### config.mk
export PLATFORM = sky130hd
export DESIGN_NAME = fp_normalize_seq
export DESIGN_NICKNAME = d
export VERILOG_FILES = /design/src/rtl/fpcvt_pkg.sv /design/src/rtl/fp_round.sv /design/src/rtl/fp_normalize_seq.sv
export SDC_FILE = /design/constraint.sdc
export NUM_CORES = 1
export LEC_CHECK = 0
export BUFFER_PORTS_ARGS = -buffer_cell sky130_fd_sc_hd__buf_2
export CAP_MARGIN = 20
export CORE_MARGIN = 2
export CORE_UTILIZATION = 25
export DETAILED_ROUTE_END_ITERATION = 6
export GPL_TIMING_DRIVEN = 0
export HOLD_SLACK_MARGIN = 0.06
export PLACE_DENSITY = 0.52
export SYNTH_ARGS = -nofsm -noshare
export SYNTH_HDL_FRONTEND = slang
export SYNTH_HIERARCHICAL = 1
export SYNTH_SLANG_ARGS = --single-unit
### constraint.sdc
create_clock -name clk -period 2.2 [get_ports clk]
set_input_delay 0.11 -clock clk [delete_from_list [all_inputs] [get_ports clk]]
set_output_delay 0.11 -clock clk [all_outputs]
set_load 0.005 [all_outputs]
### src/rtl/fpcvt_pkg.sv
// Shared widths and FSM encoding for the FPCVT converter family.
// Used by the sequential normalizer and the upstream S/M stage.
// No logic lives here, only types and constants.
package fpcvt_pkg;

  localparam int MAG_W     = 11;
  localparam int EXP_W     = 3;
  localparam int SIG_W     = 4;
  localparam int MAX_SHIFT = 7;
  localparam int CNT_W     = 3;

  typedef enum logic [1:0] {
    IDLE  = 2'd0,
    SHIFT = 2'd1,
    ROUND = 2'd2,
    DONE  = 2'd3
  } state_t;

endpackage

### src/rtl/fp_round.sv
// Rounds a raw exponent/significand pair by one round bit (round-half-up).
// Latency: purely combinational.
// Backpressure: none; a significand overflow bumps the exponent, and an exponent overflow saturates.
module fp_round
  import fpcvt_pkg::*;
(
  input  logic [EXP_W-1:0] Eraw,
  input  logic [SIG_W-1:0] Fraw,
  input  logic             r,
  output logic [EXP_W-1:0] E,
  output logic [SIG_W-1:0] F
);

  // Round-up with carry into the exponent; an all-ones result stays all-ones.
  always_comb begin
    E = Eraw;
    F = Fraw;
    if (r) begin
      if (Fraw != {SIG_W{1'b1}}) begin
        F = Fraw + SIG_W'(1);
      end else if (Eraw != {EXP_W{1'b1}}) begin
        E = Eraw + EXP_W'(1);
        F = {1'b1, {(SIG_W-1){1'b0}}};
      end
    end
  end

endmodule

### src/rtl/fp_normalize_seq.sv
// Normalizes an 11-bit sign-magnitude value to S/E(3)/F(4) by iterative left shifts, then rounds.
// Latency: n+2 cycles from accept to out_valid, where n (0..7) is the shift count.
// Backpressure: result held in DONE until out_ready; in_ready only in IDLE, no skid buffer.
module fp_normalize_seq
  import fpcvt_pkg::*;
(
  input  logic             clk,
  input  logic             rst_n,
  input  logic             in_valid,
  output logic             in_ready,
  input  logic             S,
  input  logic [MAG_W-1:0] M,
  output logic             out_valid,
  input  logic             out_ready,
  output logic             S_out,
  output logic [EXP_W-1:0] E,
  output logic [SIG_W-1:0] F
);

  state_t             state_q, state_d;
  logic [MAG_W-1:0]   w_q, w_d;
  logic [CNT_W-1:0]   cnt_q, cnt_d;
  logic               s_q, s_d;
  logic [EXP_W-1:0]   e_q, e_d;
  logic [SIG_W-1:0]   f_q, f_d;

  logic [EXP_W-1:0]   e_raw;
  logic [SIG_W-1:0]   f_raw;
  logic               rnd_bit;
  logic [EXP_W-1:0]   e_rnd;
  logic [SIG_W-1:0]   f_rnd;
  logic               shift_done;

  // Exponent counts down from the top as the value is shifted left; the
  // significand is the top SIG_W bits of the working register, round bit below it.
  assign e_raw      = EXP_W'(MAX_SHIFT) - cnt_q;
  assign f_raw      = w_q[MAG_W-1 -: SIG_W];
  assign rnd_bit    = w_q[MAG_W-1-SIG_W];
  assign shift_done = w_q[MAG_W-1] || (cnt_q == CNT_W'(MAX_SHIFT));

  fp_round u_round (
    .Eraw (e_raw),
    .Fraw (f_raw),
    .r    (rnd_bit),
    .E    (e_rnd),
    .F    (f_rnd)
  );

  // Next-state and datapath updates; everything holds unless its state acts on it.
  always_comb begin
    state_d  = state_q;
    w_d      = w_q;
    cnt_d    = cnt_q;
    s_d      = s_q;
    e_d      = e_q;
    f_d      = f_q;
    in_ready = 1'b0;
    case (state_q)
      IDLE: begin
        in_ready = 1'b1;
        if (in_valid) begin
          w_d     = M;
          cnt_d   = '0;
          s_d     = S;
          state_d = SHIFT;
        end
      end
      SHIFT: begin
        if (shift_done) begin
          state_d = ROUND;
        end else begin
          w_d   = w_q << 1;
          cnt_d = cnt_q + CNT_W'(1);
        end
      end
      ROUND: begin
        e_d     = e_rnd;
        f_d     = f_rnd;
        state_d = DONE;
      end
      DONE: begin
        if (out_ready) begin
          state_d = IDLE;
        end
      end
      default: state_d = IDLE;
    endcase
  end

  // State and datapath registers with synchronous active-low reset.
  always_ff @(posedge clk) begin
    if (!rst_n) begin
      state_q <= IDLE;
      w_q     <= '0;
      cnt_q   <= '0;
      s_q     <= 1'b0;
      e_q     <= '0;
      f_q     <= '0;
    end else begin
      state_q <= state_d;
      w_q     <= w_d;
      cnt_q   <= cnt_d;
      s_q     <= s_d;
      e_q     <= e_d;
      f_q     <= f_d;
    end
  end

  assign out_valid = (state_q == DONE);
  assign S_out     = s_q;
  assign E         = e_q;
  assign F         = f_q;

endmodule
==> impl_results.md <==
- Status: completed
- FF-to-FF End: w_q[7]$_SDFFE_PN0P_
- FF+latch count, synth: 24
- Int Pwr: 1120 uW
- Period utilisation layout: 0.797
- Number of global-route vias before repair: about 1.0k
- Logic pwr share: 0.466
- Clk pin slew, worst setup/hold paths: ~80 ps
- P&R area growth vs syn: 18.5%
- Clock Power Share: 0.142
- Share of the synthesized area in the top cell type: 0.358
- Worst Path Required: 2360 ps
- Cell taking the most area after synthesis: dfxtp_1
- Post-CTS Setup Bufs: 0
- Max Slew Vio Count: 0
- Critical path type: reg2reg
- Max Fclk: approximately 570 MHz
- VDD IR max: 0.484 mV
- WL/cell: ~12 um
- Die X: about 77 um
- Die area: roughly 6000 um2
- Sw power: 676 uW
- First-pass detailed-route iteration total: 4
- Post-DP HPWL: about 2.0 mm
- Reg2reg start: state_q[1]$_SDFFE_PN0P_
- # H-tree levels: 1
- Worst hold endpoint: S_out$_SDFFE_PN0P_
- Final Skew: 5.44 ps
- Syn_nets: roughly 160
- Antenna Cells: 0
- Pleak: 0.000752 uW
- Layout cell share with drive strength beyond 1: 0.224
- Remaining antenna violation count: 0
- Synth Area per Inst: about 9.7 um2
- TritonCTS clock tree: done
- Initial antenna violation count: 0
- Sw frac: 0.376
- Setup TNS: 0 ps
- DRT iter0 DRCs: 21
- Initial Util: 0.261
- Setup-failing EPs final: 0
- Critical Path AT: 1910 ps
- Total core area: roughly 5100 um2
- GRT overflow: 0
- Register area share after synthesis: 0.358
- Clock sinks: 24
- Critical Path Sink Type: flop
- Final Hold Viols: 0
- First-pass GRT wire length: about 4.7 mm
- Hold buffer count at cts: 0
- Mapped Cells: roughly 140
- Max-cap viol count: 0
- DRC: 0
- Worst-margin pin slew: 511 ps
- WHS Path Cells: 3
- Vias per cell: approximately 4.5
- Synth Warn #: 6
- Final #Nets: 192
- Placer congestion estimate: between 0.6 and 0.7
- Reg2reg path depth: 7
- Root buffer cell: clkbuf_8
- Sequential fraction of design power: 0.392
- Chip height: about 77 um
- Cell Area, Synth: around 1300 um2
- Startpoint Class: flop
- Slew HR: 0.659
- Power consumption: ~1800 uW
- # IOs: 26
- Minimum clock period after layout: about 1800 ps
- Synth top area cells: dfxtp_1, mux2i_1, ha_1, o211a_1, nand3_1
- Yosys cell types: 28
- Critical path fanouts, max: 10
- Hold Path Origin: S
- GRT Total Usage: 0.0954
- RSZ-0062 raised after global routing: no
- Hold Crit Class: in2reg
- Port Buffers: 24
- Clk Latency, worst-skew pair: about 260 ps
- Cell Rows: 26
- Worst hold margin: 99.4 ps
- Worst-case clock buffer depth: 2
- Largest net degree at the start of global routing: 13
- CTS resizes: 0
- Pwr dens: around 1100 nW/um2
- Drt total wl: 2.71 mm
- Final core utilization: 0.310
- CTS Buf Count: 3
- Setup slack, reg-to-reg: 450 ps
- Via count: around 1.1k
## cell usage in the layout (no fill, tap or decap)
| master | instances |
|---|---|
| nand2_1 | 11 |
| nand3_4 | 1 |
| ha_1 | 9 |
| a22o_1 | 1 |
| and2_4 | 1 |
| clkbuf_1 | 4 |
| mux2_4 | 1 |
| a21boi_0 | 1 |
| o21ai_0 | 2 |
| nor2b_1 | 8 |
| xnor2_1 | 1 |
| dfxtp_1 | 24 |
| mux2i_1 | 23 |
| clkbuf_8 | 3 |
| inv_1 | 7 |
| buf_6 | 2 |
| nand3_1 | 16 |
| buf_2 | 27 |
| a21oi_1 | 2 |
| o21bai_1 | 1 |
| o21ai_1 | 2 |
| a32o_1 | 1 |
| nor2_1 | 2 |
| nand4b_1 | 1 |
| and3_4 | 1 |
| a222oi_1 | 1 |
| mux2_2 | 1 |
| nand4_1 | 1 |
| o211a_1 | 10 |
## layout make-up
type	count	area [um2]
well taps	70	87.6
fillers	587	3550
flip-flops and latches	24	480
repair buffers	24	120
inverters	7	26.3
multi-input cells	98	783
plain buffers	9	52.6
clock buffers	3	41.3
## sequential cells by signal, summed over array words and instances, names as in the netlist
| name | count |
|---|---|
| S_out | 1 |
| F | 4 |
| w_q | 11 |
| E | 3 |
| cnt_q | 3 |
| state_q | 2 |
## logic make-up (layout without fill, tap and decap cells)
family	Yosys count	in the layout	synth area share
buf+inv	16	43	0.0587
compound gates	21	21	0.130
mux	25	25	0.191
simple gates	42	42	0.172
xor+xnor	1	1	0.00652
fa+ha+maj	9	9	0.0839
flops	24	24	0.358
## worst max path at each step
stage / startpoint / end / slack, ps / depth (start not counted)
6_report: state_q[1]$_SDFFE_PN0P_ / w_q[7]$_SDFFE_PN0P_ / 450 / 7
5_1_grt: state_q[1]$_SDFFE_PN0P_ / w_q[7]$_SDFFE_PN0P_ / 350 / 7
4_1_cts: state_q[1]$_SDFFE_PN0P_ / w_q[7]$_SDFFE_PN0P_ / 440 / 7
3_5_place_dp: state_q[1]$_SDFFE_PN0P_ / w_q[7]$_SDFFE_PN0P_ / 460 / 7
3_3_place_gp: state_q[1]$_SDFFE_PN0P_ / w_q[7]$_SDFFE_PN0P_ / 460 / 7
2_1_floorplan: state_q[0]$_SDFFE_PN0P_ / w_q[6]$_SDFFE_PN0P_ / 590 / 6
## critical path: stages (launching register included)
cell and delay (ps):
dfxtp_1 400, inv_1 100, ha_1 190, buf_6 140, mux2_2 280, and2_4 180, buf_6 140, o211a_1 200
## cells in the mapped netlist
cell type	instances
nand3_1	16
o21ai_0	2
and2_4	1
buf_2	3
a222oi_1	1
a21boi_0	1
nor2_1	2
mux2_2	1
a21oi_1	2
ha_1	9
o21ai_1	2
a22o_1	1
nor2b_1	8
inv_1	7
nand4_1	1
buf_6	2
clkbuf_1	4
nand2_1	11
o211a_1	10
xnor2_1	1
nand3_4	1
dfxtp_1	24
mux2i_1	23
nand4b_1	1
a32o_1	1
mux2_4	1
o21bai_1	1
and3_4	1
## layer usage
layer | GRT usage | share of wire | vias to the layer above | wire (um)
li1 | - | - | 545 | -
met1 | 0.125 | 0.50 | 495 | 1350
met2 | 0.154 | 0.47 | 13 | 1260
met3 | 0.0188 | 0.030 | 2 | 80
met4 | 0.0375 | 0.0066 | 0 | 18
met5 | 0 | 0 | - | 0
## metrics by stage
step	std cells	cell area (um2)	worst slack (ps)
6_report	235	1590	447
5_1_grt	235	1590	346
4_1_cts	235	1590	442
3_5_place_dp	232	1550	460
3_3_place_gp	232	1550	460
2_1_floorplan	138	1340	589
## power groups by stage
| stage | sequential [uW] | combinational [uW] | clock [uW] |
|---|---|---|---|
| 6_report | 705 | 840 | 255 |
| 5_1_grt | 727 | 945 | 291 |
| 4_1_cts | 706 | 853 | 272 |
| 3_5_place_dp | 716 | 849 | 0 |
| 3_3_place_gp | 717 | 850 | 0 |
| 2_1_floorplan | 688 | 668 | 0 |
No activity file was read; power rests on OpenSTA's default activity.
